**src/rtl/datapath_unit.sv**
```systemverilog
`default_nettype none
// ============================================================================
// Module      : datapath_unit
// Description : 16-bit processor datapath slice. Holds the instruction
//               register (IR), memory address register (MAR), a
//               combinational ALU and its result register (ALUreg). It
//               decodes IR fields for the controller and executes ALU
//               operations when the control strobes request them.
//
// Ports       : clk, rst              clock, synchronous active-high reset
//               data_bus [WIDTH]      instruction/data bus
//               out      [WIDTH]      operand bus (ALU operand A)
//               ldIR, ldMAR, ldALUreg register load strobes
//               Tlabel, mm            MAR source / ALU B operand selects
//               ALUon, fnSelect[3]    ALU enable and operation
//               ir_1..ir_4, funct     IR field slices
//               mar_q, alu_q          MAR and ALUreg contents
//               zf, cf                zero/carry flags (DATAPATH_FLAGS_EN)
//
// Options     : `define DATAPATH_FLAGS_EN adds registered zf/cf outputs.
// Revision    : 1.0 - initial release
// ============================================================================
module datapath_unit #(
    parameter int WIDTH = 16
) (
    input  logic             clk,
    input  logic             rst,
    input  logic [WIDTH-1:0] data_bus,
    input  logic [WIDTH-1:0] out,
    input  logic             ldIR,
    input  logic             ldMAR,
    input  logic             Tlabel,
    input  logic             mm,
    input  logic             ALUon,
    input  logic [2:0]       fnSelect,
    input  logic             ldALUreg,
    output logic [3:0]       ir_1,
    output logic [1:0]       ir_2,
    output logic [1:0]       ir_3,
    output logic [2:0]       ir_4,
    output logic [2:0]       funct,
    output logic [WIDTH-1:0] mar_q,
`ifdef DATAPATH_FLAGS_EN
    output logic             zf,
    output logic             cf,
`endif
    output logic [WIDTH-1:0] alu_q
);

    localparam logic [2:0] c_FN_ADD = 3'b000;
    localparam logic [2:0] c_FN_SUB = 3'b001;
    localparam logic [2:0] c_FN_AND = 3'b010;
    localparam logic [2:0] c_FN_OR  = 3'b011;
    localparam logic [2:0] c_FN_XOR = 3'b100;
    localparam logic [2:0] c_FN_NOT = 3'b101;
    localparam logic [2:0] c_FN_SHL = 3'b110;
    localparam logic [2:0] c_FN_SHR = 3'b111;

    logic [WIDTH-1:0] ir_q, ir_d;
    logic [WIDTH-1:0] mar_d;
    logic [WIDTH-1:0] alu_d;

    logic [WIDTH-1:0] w_imm;
    logic [WIDTH-1:0] w_label;
    logic [WIDTH-1:0] w_b;
    logic [WIDTH:0]   w_wide;
    logic [WIDTH-1:0] w_alu_res;
    logic             w_alu_cf;

    // Field slices come straight off the registered IR.
    assign ir_1  = ir_q[15:12];
    assign ir_2  = ir_q[11:10];
    assign ir_3  = ir_q[9:8];
    assign ir_4  = ir_q[7:5];
    assign funct = ir_q[2:0];

    assign w_imm   = {{(WIDTH-8){ir_q[7]}}, ir_q[7:0]};
    assign w_label = {{(WIDTH-12){1'b0}}, ir_q[11:0]};
    assign w_b     = mm ? data_bus : w_imm;

    // ALU: the extra top bit of w_wide captures carry-out on add and
    // borrow on subtract.
    always_comb begin
        w_wide    = '0;
        w_alu_res = '0;
        w_alu_cf  = 1'b0;
        case (fnSelect)
            c_FN_ADD: begin
                w_wide    = {1'b0, out} + {1'b0, w_b};
                w_alu_res = w_wide[WIDTH-1:0];
                w_alu_cf  = w_wide[WIDTH];
            end
            c_FN_SUB: begin
                w_wide    = {1'b0, out} - {1'b0, w_b};
                w_alu_res = w_wide[WIDTH-1:0];
                w_alu_cf  = w_wide[WIDTH];
            end
            c_FN_AND: w_alu_res = out & w_b;
            c_FN_OR:  w_alu_res = out | w_b;
            c_FN_XOR: w_alu_res = out ^ w_b;
            c_FN_NOT: w_alu_res = ~out;
            c_FN_SHL: begin
                w_alu_res = {out[WIDTH-2:0], 1'b0};
                w_alu_cf  = out[WIDTH-1];
            end
            c_FN_SHR: begin
                w_alu_res = {1'b0, out[WIDTH-1:1]};
                w_alu_cf  = out[0];
            end
            default: begin
                w_alu_res = '0;
                w_alu_cf  = 1'b0;
            end
        endcase
        if (!ALUon) begin
            w_alu_res = '0;
            w_alu_cf  = 1'b0;
        end
    end

    // Next-state selection. Every source reads pre-edge register values,
    // so same-cycle loads never see each other's new contents.
    always_comb begin
        ir_d  = ir_q;
        mar_d = mar_q;
        alu_d = alu_q;
        if (ldIR) begin
            ir_d = data_bus;
        end
        if (ldMAR) begin
            if (Tlabel) begin
                mar_d = w_label;
            end else if (mm) begin
                mar_d = alu_q;
            end else begin
                mar_d = data_bus;
            end
        end
        if (ldALUreg) begin
            alu_d = w_alu_res;
        end
    end

    always_ff @(posedge clk) begin
        if (rst) begin
            ir_q  <= '0;
            mar_q <= '0;
            alu_q <= '0;
        end else begin
            ir_q  <= ir_d;
            mar_q <= mar_d;
            alu_q <= alu_d;
        end
    end

`ifdef DATAPATH_FLAGS_EN
    logic zf_d, cf_d;

    always_comb begin
        zf_d = zf;
        cf_d = cf;
        if (ldALUreg) begin
            zf_d = (w_alu_res == '0);
            cf_d = w_alu_cf;
        end
    end

    always_ff @(posedge clk) begin
        if (rst) begin
            zf <= 1'b0;
            cf <= 1'b0;
        end else begin
            zf <= zf_d;
            cf <= cf_d;
        end
    end
`else
    // Carry logic is shared with the flagged build; nothing consumes it here.
    logic w_unused_cf;
    assign w_unused_cf = w_alu_cf;
`endif

endmodule
`default_nettype wire

```
**config.mk**
```make
export PLATFORM = sky130hd
export DESIGN_NAME = datapath_unit
export DESIGN_NICKNAME = d
export VERILOG_FILES = /design/src/rtl/datapath_unit.sv
export SDC_FILE = /design/constraint.sdc
export NUM_CORES = 1
export LEC_CHECK = 0
export CORE_UTILIZATION = 33
export CTS_CLUSTER_DIAMETER = 100
export DETAILED_ROUTE_END_ITERATION = 8
export GPL_TIMING_DRIVEN = 0
export PLACE_DENSITY = 0.62
export SYNTH_ARGS = -nofsm -noshare
export SYNTH_HDL_FRONTEND = slang
export SYNTH_SLANG_ARGS = --single-unit
```
**constraint.sdc**
```tcl
create_clock -name clk -period 3.85 [get_ports clk]
set_input_delay 0.5775 -clock clk [delete_from_list [all_inputs] [get_ports clk]]
set_output_delay 0.5775 -clock clk [all_outputs]
set_load 0.01 [all_outputs]
```
==> results.json <==
{
  "rsz0062_at_grt": "yes",
  "synthFlopType": "dfxtp_1",
  "finalHoldViolations": 0,
  "fp-row-count": 43,
  "grt_overflow_total": 0,
  "synth_area_mm2": 0.004720,
  "post-place-cells": 857,
  "ff2ff_setup_slack_ns": 0.39,
  "switching_share_pct": 34.85,
  "relSlewSlack_pct": 54.78,
  "fin_skew_ns": 0.003663,
  "period_share_pct": 95.88,
  "grt_use_met2_pct": 34.69,
  "num-fill-cells": 1363,
  "synth_top_area_share_pct": 20.36,
  "cts_tree": "built",
  "cts_max_level": 2,
  "gp_congestion": 0.9612,
  "rr_worst_depth": 13,
  "comb_power_share_pct": 42.6,
  "numPortBuffers": 81,
  "power_density_mw_per_mm2": 298.0,
  "dp_hpwl_um": 12640,
  "worstPathArrival_ns": 3.85,
  "layout.cells.non_filler": 873,
  "slowest_delay_ns": 0.60,
  "synth.distinct_cells": 63,
  "top_usage_layer": "met2",
  "ys_top_cells_by_area": "dfxtp_1 (20%), ha_1 (13%), mux2i_1 (12%), nor2_1 (5.8%), a21oi_1 (4.3%)",
  "drtAntennaViolNets": 0,
  "drv_cap": 0,
  "r2r-start": "ir_q[5]",
  "cts_buffer_depth": 2,
  "antenna_found_initial": 0,
  "ctsRootBufferMaster": "clkbuf_16",
  "seqPwrFrac_pct": 30.3,
  "worstHoldEndpoint": "mar_q[4]",
  "run_status": "finished clean",
  "yosysSeqAreaShare_pct": 20.36,
  "grt_use_met1_pct": 28.93,
  "worstMarginPinSlew_ns": 0.6783,
  "clk_latency_ns": 0.29,
  "synth-edff-count": 0,
  "drcViolationCount": 0,
  "vias": 4631,
  "final_max_slew_viol_count": 0,
  "synth_top_cell_by_area": "dfxtp_1",
  "grt_pass1_vias": 4437,
  "antenna_cells": 0,
  "fp.dieH_um": 121.6,
  "grt_first_pass_wirelength_um": 24110,
  "worstSetupStartpointType": "input pin",
  "critical_path_class": "input pin to flop",
  "path_max_fanout": 5,
  "start_util_pct": 33.87,
  "cts_made_buffers": 5,
  "grt_util_all_layers_pct": 21.03,
  "avgSynthCellArea_um2": 7.919,
  "area_delta_synth_final_pct": 29.24,
  "nNetsFinal": 784,
  "boundaryPins": 89,
  "cp_cell_sequence": "clkdlybuf4s50_1, nor3_1, a22o_1, and2_1, nor2_1, xnor2_1, ha_1, a2111oi_2, a211oi_2, o41ai_1, xor2_1, a211oi_1",
  "clk_pin_slew_ns": 0.06,
  "yosys_register_bits": 48,
  "totalNegativeSetupSlack_ns": 0,
  "drive_above_1_share_pct": 11.40,
  "grt_max_degree": 20,
  "coreArea_mm2": 0.01393,
  "dr.pass1.iters": 5,
  "yosys-top-cells-count": "nor2_1 (73), mux2i_1 (58), nand2_1 (51)",
  "fmax_ghz": 0.2709,
  "viasPerCell": 5.305,
  "leakagePower_nw": 2.682,
  "setup_violations": 0,
  "intPower_mw": 1.184,
  "syn_inst": 596,
  "drtIter0Drc": 364,
  "cts.sinks": 48,
  "fp.dieW_um": 121.6,
  "wl_per_cell_um": 17.57,
  "worstPathRequired_ns": 4.00,
  "critical_path.slowest_cell": "clkdlybuf4s50_1",
  "ir_drop_v": 0.0001528,
  "synth_fp_nets": 688,
  "min_path_cells": 2,
  "synthArstFlopShare_pct": 0,
  "reg2reg_to": "alu_q[14]",
  "wl_um": 15340,
  "yosys_warnings": 0,
  "dieArea_mm2": 0.01478,
  "use_met3_pct": 2.294,
  "cp-end-kind": "flop",
  "min_from": "mar_q[4]",
  "hold_class": "flop to flop",
  "clockPowerShare_pct": 27.2,
  "power_switching_mw": 0.6334,
  "min_period_ns": 3.691,
  "synth_most_common_cell": "nor2_1"
}
[metrics by stage]
| step | hold slack, ns | util (%) | power [mW] | instance area [um^2] | worst slack (ns) |
|---|---|---|---|---|---|
| floorplan | 0.4617 | - | 1.052 | 4763 | 0.02844 |
| global placement | 0.4716 | 41.62 | 1.292 | 5799 | -0.5034 |
| detailed placement | 0.4756 | 41.62 | 1.302 | 5799 | -0.5494 |
| CTS | 0.4861 | 42.99 | 1.803 | 5991 | 0.01332 |
| global route | 0.5138 | 43.77 | 1.923 | 6100 | -0.03461 |
| finish | 0.4943 | 43.77 | 1.818 | 6100 | 0.1587 |
[layer usage]
layer  part of all wire [%]  vias to the layer above
li1                       -                     2285
met1                     48                     2151
met2                     45                      163
met3                    5.0                       32
met4                    2.0                        0
met5                      0                        -
[power by group through the flow]
stage | combinational (mW) | sequential (mW) | clock [mW]
CTS | 0.751 | 0.549 | 0.502
finish | 0.774 | 0.550 | 0.494
detailed placement | 0.742 | 0.560 | 0
global placement | 0.733 | 0.559 | 0
floorplan | 0.492 | 0.560 | 0
global route | 0.848 | 0.553 | 0.522
[state kept, by name, indices dropped and copies added, names as in the netlist]
| signal | flops |
|---|---|
| alu_q | 16 |
| ir_q | 16 |
| mar_q | 16 |
[cells in the final DEF (no fill, tap or decap), types with 8 or more instances in the layout]
master / netlist / routed
a21oi_1: 41 / 41
buf_4: 15 / 22
o21ai_1: 8 / 9
mux2i_1: 58 / 56
o21ai_0: 41 / 39
dfxtp_1: 48 / 48
nor2_1: 73 / 71
nand2_1: 51 / 50
inv_1: 38 / 38
ha_1: 48 / 47
xnor2_1: 21 / 21
clkbuf_1: 15 / 16
buf_2: 13 / 11
o211ai_1: 8 / 8
clkdlybuf4s50_1: 0 / 77
[worst max-delay path by stage]
stage | from | cells after the start | slack (ns) | to
after floorplan | mm | 19 | 0.03 | alu_q[14]
after global placement | mm | 19 | -0.50 | alu_q[14]
after detailed placement | mm | 19 | -0.55 | alu_q[14]
after CTS | mm | 18 | 0.01 | alu_q[14]
after global routing | mm | 18 | -0.03 | alu_q[14]
final | data_bus[2] | 12 | 0.16 | alu_q[12]
[final cells by class]
class                      instances  area (um^2)  share of cell area [%]
clock inverter                     2        35.03                  0.5744
sequential                        48        960.9                   15.75
inverter                          40        150.1                   2.462
timing repair buffer              90        900.9                   14.77
tap                              180        225.2                   3.692
clock buffer                       6        128.9                   2.113
buffer                            49        296.5                   4.862
multi-input combinational        458         3402                   55.77
[repair_timing]
item	in CTS	in global routing
setup buffers	2	7
gates resized for setup	4	13
pin swaps	3	5
cloned	0	0
hold buffers	0	0
endpoints found under the setup margin	2	7
[cells by family after synthesis]
family,Yosys count,share of synthesized area (%)
AND/OR/NAND/NOR,158,14.63
flip-flops,48,20.36
XOR/XNOR,24,4.613
multiplexers,66,15.77
AO/OA/AOI/OAI,161,22.38
buffers and inverters,90,9.093
adder cells (fa/ha/maj),49,13.15
[worst max-delay path, delay by kind of cell]
kind | cells | cell delay [ns]
buffers and inverters | 1 | 0.60
AO/OA/AOI/OAI | 5 | 1.36
XOR/XNOR | 2 | 0.45
AND/OR/NAND/NOR | 3 | 0.51
adder cells (fa/ha/maj) | 1 | 0.34
No activity file was read; power rests on OpenSTA's default activity.
